--- config.mk ---
export PLATFORM = sky130hd
export DESIGN_NAME = pipelined_shifter
export DESIGN_NICKNAME = d
export VERILOG_FILES = /design/src/rtl/pipelined_shifter.sv
export SDC_FILE = /design/constraint.sdc
export NUM_CORES = 1
export LEC_CHECK = 0
export CORE_MARGIN = 8
export CORE_UTILIZATION = 40
export CTS_CLUSTER_SIZE = 30
export DETAILED_ROUTE_END_ITERATION = 10
export HOLD_SLACK_MARGIN = 0.03
export PLACE_DENSITY = 0.58
export SETUP_SLACK_MARGIN = 0.1
export SLEW_MARGIN = 5
export SYNTH_ARGS = -nofsm -noshare
export SYNTH_HDL_FRONTEND = slang
export SYNTH_SLANG_ARGS = --single-unit
export TNS_END_PERCENT = 30
--- constraint.sdc ---
create_clock -name clock -period 11.46 [get_ports clock]
set_clock_uncertainty 0.05 [all_clocks]
set_input_delay 2.292 -clock clock [delete_from_list [all_inputs] [get_ports clock]]
set_output_delay 2.292 -clock clock [all_outputs]
set_load 0.01 [all_outputs]
--- src/rtl/pipelined_shifter.sv ---
// Pipelined barrel shifter (SLL/SRL/SRA, optional ROR), one shift stage per shamt bit.
// Define SHIFTER_ROTATE_EN to enable ROR on op 11; otherwise op 11 behaves as SRL.
module pipelined_shifter #(
  parameter int WIDTH = 32,
  parameter int TAG_W = 5,
  localparam int SHW = $clog2(WIDTH)
) (
  input  logic             clock,
  input  logic             reset,
  input  logic             in_valid,
  output logic             in_ready,
  input  logic [WIDTH-1:0] in_data,
  input  logic [SHW-1:0]   in_shamt,
  input  logic [1:0]       in_op,
  input  logic [TAG_W-1:0] in_tag,
  output logic             out_valid,
  input  logic             out_ready,
  output logic [WIDTH-1:0] out_data,
  output logic [TAG_W-1:0] out_tag
);

  localparam logic [1:0] OP_SLL = 2'b00;
  localparam logic [1:0] OP_SRA = 2'b10;

  logic             stall;

  logic             vld_q  [SHW];
  logic [WIDTH-1:0] data_q [SHW];
  logic [SHW-1:0]   sh_q   [SHW];
  logic [1:0]       op_q   [SHW];
  logic [TAG_W-1:0] tag_q  [SHW];
  logic             fill_q [SHW];

  logic             vld_d  [SHW];
  logic [WIDTH-1:0] data_d [SHW];
  logic [SHW-1:0]   sh_d   [SHW];
  logic [1:0]       op_d   [SHW];
  logic [TAG_W-1:0] tag_d  [SHW];
  logic             fill_d [SHW];

  logic             src_vld  [SHW];
  logic [WIDTH-1:0] src_data [SHW];
  logic [SHW-1:0]   src_sh   [SHW];
  logic [1:0]       src_op   [SHW];
  logic [TAG_W-1:0] src_tag  [SHW];
  logic             src_fill [SHW];

  // Right shifts OR in the carried fill bit (1 only for SRA of a negative operand).
  function automatic logic [WIDTH-1:0] stage_shift(input logic [WIDTH-1:0] d,
                                                   input logic [1:0]       op,
                                                   input logic             fill,
                                                   input int unsigned      s);
    logic [WIDTH-1:0] res;
    res = (d >> s) | ({WIDTH{fill}} & ~({WIDTH{1'b1}} >> s));
    if (op == OP_SLL) begin
      res = d << s;
    end
`ifdef SHIFTER_ROTATE_EN
    else if (op == 2'b11) begin
      res = (d >> s) | (d << (WIDTH - s));
    end
`endif
    return res;
  endfunction

  assign stall     = vld_q[SHW-1] && !out_ready;
  assign in_ready  = !stall;
  assign out_valid = vld_q[SHW-1];
  assign out_data  = data_q[SHW-1];
  assign out_tag   = tag_q[SHW-1];

  always_comb begin
    src_vld[0]  = in_valid;
    src_data[0] = in_data;
    src_sh[0]   = in_shamt;
    src_op[0]   = in_op;
    src_tag[0]  = in_tag;
    src_fill[0] = (in_op == OP_SRA) && in_data[WIDTH-1];
    for (int k = 1; k < SHW; k++) begin
      src_vld[k]  = vld_q[k-1];
      src_data[k] = data_q[k-1];
      src_sh[k]   = sh_q[k-1];
      src_op[k]   = op_q[k-1];
      src_tag[k]  = tag_q[k-1];
      src_fill[k] = fill_q[k-1];
    end
  end

  // Stage k applies the 2^(SHW-1-k) shift, so the largest shift happens first.
  always_comb begin
    for (int k = 0; k < SHW; k++) begin
      vld_d[k]  = src_vld[k];
      sh_d[k]   = src_sh[k];
      op_d[k]   = src_op[k];
      tag_d[k]  = src_tag[k];
      fill_d[k] = src_fill[k];
      data_d[k] = src_data[k];
      if (src_sh[k][SHW-1-k]) begin
        data_d[k] = stage_shift(src_data[k], src_op[k], src_fill[k], 1 << (SHW - 1 - k));
      end
    end
  end

  always_ff @(posedge clock) begin
    if (reset) begin
      for (int k = 0; k < SHW; k++) begin
        vld_q[k]  <= 1'b0;
        data_q[k] <= '0;
        sh_q[k]   <= '0;
        op_q[k]   <= '0;
        tag_q[k]  <= '0;
        fill_q[k] <= 1'b0;
      end
    end else if (!stall) begin
      for (int k = 0; k < SHW; k++) begin
        vld_q[k]  <= vld_d[k];
        data_q[k] <= data_d[k];
        sh_q[k]   <= sh_d[k];
        op_q[k]   <= op_d[k];
        tag_q[k]  <= tag_d[k];
        fill_q[k] <= fill_d[k];
      end
    end
  end

endmodule

# Word-level counts from Yosys, hierarchy flattened
# Memory sizes are Yosys's and may differ from the RTL's.
# Index checks and enable logic that the tools add are counted.
# classes
n_shift	0
reduce_logical	9
bitwise	35
eq_ne	1
mux	45
order_cmp	0
n_div	0
add_sub_neg	0
mul	0
# ops
operator	n
$mux W32	15
$mux W5	10
$or A16 B32 Y32	1
$or A24 B32 Y32	1
$or A28 B32 Y32	1
$or A30 B32 Y32	1
$or A31 B32 Y32	1
$or A1 B1 Y1	30
$mux W1	15
$logic_not A2 Y1	5
$mux W2	5
$eq A2 B2 Y1 const B	1
$logic_and A1 B1 Y1	2
$logic_not A1 Y1	2
# totals
romBits	0
memories	6
register_bits	0
word_cells	96
mem_bits_rw	230
latchBits	0
input_bits	48
# mem_list
memory	words	word_bits	read_ports	rd_clocked_by_memory_dff	wr	line_no	source
data_q	5	32	5	0	5	28	logic [WIDTH-1:0] data_q [SHW];
sh_q	5	5	4	0	5	29	logic [SHW-1:0] sh_q [SHW];
tag_q	5	5	5	0	5	31	logic [TAG_W-1:0] tag_q [SHW];
op_q	5	2	4	0	5	30	logic [1:0] op_q [SHW];
fill_q	5	1	4	0	5	32	logic fill_q [SHW];
vld_q	5	1	5	0	5	27	logic vld_q [SHW];

# Longest topological paths before layout
# logic_depth
depth_word	6
ltp_mapped	6
ltp_nobuf	3

# Worst setup path after synthesis
# Ideal clock, no wire load.
# synth_timing
kind	input port to flip-flop
startpoint	input out_ready
endpoint	memory data_q[0][0] (enable)
setup_time_ns	0.484
t_required_ns	10.926
arrival_time_ns	5.037
setup_slack_ns	5.889
n_path_buf	0
path_stages	2
path_cell_list	nand2b_2 > or2_2
# synth_lines
item	line_no	source
start: declaration	17	input logic out_ready,
end: declaration	28	

# Worst setup path after layout
# layout_timing
startpoint	input out_ready
endpoint	output in_ready
# layout_between
elab_chain_cells	3
# layout_lines
item	line_no	source
$logic_not A1 Y1	66	assign stall = vld_q[SHW-1] && !out_ready;
$logic_and A1 B1 Y1	66	
$logic_not A1 Y1	n/a	
end: declaration	11	output logic in_ready,
# Every way passes these cells.

==> results_tabular.tex <==
\begin{tabular}{lr}
\hline
Metric & Value \\
\hline
\multicolumn{2}{l}{\textbf{Final layout}} \\
\# diodes & 0 \\
Design Area, Final & 11900 um\^{}2 \\
Count of placed standard cells in the final layout, fillers left out & between 1000 and 1500 \\
Fill cell instance count of the final layout & between 2000 and 2500 \\
Most common library cell in the layout ignoring fill and taps & sky130\_fd\_sc\_hd\_\_nand2\_1 \\
Area overhead of the layout relative to synthesis & 12.9\% \\
Most used cells in the layout excluding fill and tap cells & sky130\_fd\_sc\_hd\_\_nand2\_1 (216), sky130\_fd\_sc\_hd\_\_edfxtp\_1 (212), sky130\_fd\_sc\_hd\_\_nor2\_1 (131) \\
Net total in the final layout & 1032 \\
Share of the core filled with cells & a little under half \\
Fraction of layout cells with a size suffix above 1 & under 10\% \\
Area taken by multi-input logic gates & between 3000 and 4000 um\^{}2 \\
Area of all sequential standard cells & between 6000 and 7000 um\^{}2 \\
\multicolumn{2}{l}{\textbf{Worst setup path}} \\
Data arrival time at the worst-slack endpoint & approximately 3.4 ns \\
Type of the setup path with the least slack & in -> out \\
Crit path cell chain & clkdlybuf4s50\_1, nand2b\_2, clkdlybuf4s50\_1 \\
Library cell appearing most often on the critical path & sky130\_fd\_sc\_hd\_\_clkdlybuf4s50\_1 \\
Critical Path Start Type & input port \\
Top fanout value on the critical path & 4 \\
Delay of the slowest cell on the worst path & around 0.55 ns \\
Slowest cell on crit path & sky130\_fd\_sc\_hd\_\_clkdlybuf4s50\_1 \\
Crit end category & output port \\
Data required, critical path & 9.12 ns \\
\multicolumn{2}{l}{\textbf{Clocking}} \\
Number of setup buffers added after CTS & 0 \\
H-Tree Level Count & 1 \\
Number of buffers on the longest clock path & 3 \\
Root buffer cell & sky130\_fd\_sc\_hd\_\_clkbuf\_16 \\
Source-to-sink clock delay at the later pin of the worst-skew pair & 0.51 ns \\
Number of CTS-inserted buffers & 23 \\
Resized cells post-CTS & 0 \\
CTS tree & done \\
CTS hold repair buffers & 0 \\
CTS Sinks & about 210 \\
CTS clock-pin slew for the worst setup and hold paths & approximately 0.060 ns \\
\multicolumn{2}{l}{\textbf{Yosys}} \\
Post-synthesis instance area & 10600 um\^{}2 \\
Register area share after synthesis & between 60\% and 70\% \\
Total of flip-flops plus latches after synthesis & around 210 \\
Syn. warnings & 0 \\
Number of library cell types mapped by synthesis & 26 \\
Post-synthesis instance total & a little under 1000 \\
Mean instance size in the synthesized netlist & $\sim$11 um\^{}2 \\
Synthesized net count & between 1000 and 1500 \\
\multicolumn{2}{l}{\textbf{Run}} \\
Max capacitance violation total & 0 \\
\multicolumn{2}{l}{\textbf{Floorplan}} \\
Die Ht & 178 um \\
Area of the core region & 26000 um\^{}2 \\
Horiz. Die Dim & roughly 180 um \\
Total die area & approximately 32000 um\^{}2 \\
Starting density of the core & between 40\% and 50\% \\
Ports & between 80 and 90 \\
Std cell rows & 59 \\
\multicolumn{2}{l}{\textbf{Power and ir drop}} \\
Switching component of the power & just under 0.4 mW \\
PnR Total Power & 1.75 mW \\
Clock network power share & 38.5\% \\
Worst voltage drop across the vdd grid & 0.0819 mV \\
Combinational power share & 8.6\% \\
Switching fraction of total power & 22.6\% \\
Leakage power & 4.01 nW \\
Sequential Power Share & 52.9\% \\
Power density relative to cell area & between 100 and 150 nW/um\^{}2 \\
Internal power & around 1.4 mW \\
\multicolumn{2}{l}{\textbf{STA}} \\
Total count of hold-check failures in the final report & 0 \\
Worst-case hold slack & about 0.45 ns \\
Slew at the pin closest to its max-slew limit & approximately 1.0 ns \\
Setup repair after global routing missed its margin & false \\
Period Utilization, post-route & roughly half \\
Max-slew headroom at the worst pin & between 30 and 40\% \\
Highest attainable clock frequency & about 170 MHz \\
Post-route minimum period & 5.79 ns \\
Number of setup violations in the final report & 0 \\
Final worst slack & roughly 5.7 ns \\
Number of max-slew violations in the final report & 0 \\
Total negative setup slack & 0 ns \\
\multicolumn{2}{l}{\textbf{Route}} \\
Starting DRT DRC Count & $\sim$640 \\
Via count & 6795 \\
Routed wire length & 19200 um \\
Total DRC errors in the routed layout & 0 \\
Average wire per cell in the routed design & between 10 and 15 um \\
Via density per instance & around 5.1 \\
Antenna Violating Nets Remaining & 0 \\
Length of the first detailed-routing pass in iterations & 5 \\
\multicolumn{2}{l}{\textbf{Global routing}} \\
Global routing usage summed across all routing layers & between 10\% and 20\% \\
Pin count of the biggest net entering global routing & 98 \\
Via count of the first global-routing pass & a little over 6000 \\
Antenna violations before repair & 0 \\
First-pass GRT wire length & between 30000 and 40000 um \\
GR Overflow Total & 0 \\
\multicolumn{2}{l}{\textbf{Placement}} \\
Buffers on Ports & 86 \\
Dpl hpwl & between 10000 and 15000 um \\
Number of cells after detailed placement & $\sim$1300 \\
Final weighted congestion of routability-driven global placement & 0.790 \\
Placed standard-cell area & 11200 um\^{}2 \\
Pre-CTS setup slack & 5.66 ns \\
\multicolumn{2}{l}{\textbf{Worst hold path}} \\
Class of the most critical hold timing path & reg -> reg \\
\multicolumn{2}{l}{\textbf{Status}} \\
Status & finished clean \\
\hline
\end{tabular}
[layer usage]
layer | global-route usage [%] | share of wire, % | vias up
met5 | 0 | 0 | -
met4 | 3.44 | 2.0 | 0
met3 | 2.52 | 5.4 | 28
met2 | 19.7 | 46 | 154
met1 | 15.9 | 46 | 3108
li1 | - | - | 3505
[final cells by class]
type | count | share of cell area, %
clock inverters | 10 | 0.661
well taps | 335 | 3.52
clock buffers | 32 | 5.11
repair buffers | 97 | 7.91
multi-input cells | 650 | 29.4
flip-flops and latches | 212 | 53.4
[Yosys cell counts]
cell type                  number  share of area [%]
sky130_fd_sc_hd__a311oi_2       7                1.0
sky130_fd_sc_hd__or2_1          2               0.12
sky130_fd_sc_hd__a211oi_2      10                1.2
sky130_fd_sc_hd__nand2b_2       1              0.083
sky130_fd_sc_hd__buf_2         34                1.6
sky130_fd_sc_hd__a21oi_1       43                2.0
sky130_fd_sc_hd__a31oi_1        1              0.059
sky130_fd_sc_hd__nand2_1      216                7.7
sky130_fd_sc_hd__a211oi_1      17                1.2
sky130_fd_sc_hd__and2b_1        1              0.071
sky130_fd_sc_hd__nand3b_1       1              0.071
sky130_fd_sc_hd__nor2_4         1               0.11
sky130_fd_sc_hd__o21a_1         2               0.14
sky130_fd_sc_hd__nand3_1       32                1.5
sky130_fd_sc_hd__a311oi_1      94                7.8
sky130_fd_sc_hd__or2_2          4               0.24
sky130_fd_sc_hd__and2_1        52                3.1
sky130_fd_sc_hd__clkbuf_1      33                1.2
sky130_fd_sc_hd__buf_4         34                2.4
sky130_fd_sc_hd__edfxtp_1     212                 60
sky130_fd_sc_hd__buf_6         11                1.2
sky130_fd_sc_hd__buf_1          3               0.11
sky130_fd_sc_hd__clkbuf_2       2              0.095
sky130_fd_sc_hd__nor2_1       131                4.7
sky130_fd_sc_hd__nor2_2         2               0.12
sky130_fd_sc_hd__nand2b_1      33                2.0
[worst paths after layout]
check,from,endpoint,slack [ns],depth (start not counted)
min,tag_q[0][4]$_SDFFCE_PN0P_,tag_q[0][9]$_SDFFCE_PN0P_,0.45,1
max,out_ready,in_ready,5.67,3
max reg2reg,vld_q[0][4]$_SDFFCE_PN0P_,data_q[0][66]$_SDFFCE_PN0P_,8.99,4
min reg2reg,tag_q[0][4]$_SDFFCE_PN0P_,tag_q[0][9]$_SDFFCE_PN0P_,0.45,1
[logic make-up (layout without fill, tap and decap cells)]
family                 after synthesis  in the layout  synth area share [%]
AOI/OAI and AO/OA                  174            174                  13.4
buffers and inverters              117            139                  6.58
DFF                                212            212                  60.3
and+or+nand+nor                    476            476                  19.7
[critical path, delay by kind of cell]
kind	cells	cell delay, ns
AND/OR/NAND/NOR	1	0.16
buffers and inverters	2	0.99
[power groups by stage]
stage / registers [mW] / clock network [mW] / logic (mW)
6_report: 0.928 / 0.675 / 0.150
5_1_grt: 0.933 / 0.728 / 0.170
4_1_cts: 0.928 / 0.696 / 0.152
3_5_place_dp: 0.944 / 0 / 0.152
3_3_place_gp: 0.943 / 0 / 0.150
2_1_floorplan: 0.933 / 0 / 0.117
[flip-flops by register name (all words and copies together), names as in the netlist]
| signal | cells |
|---|---|
| data_q | 160 |
| fill_q | 4 |
| op_q | 8 |
| sh_q | 10 |
| tag_q | 25 |
| vld_q | 5 |
Note: power is estimated with default switching activity, not from simulation.
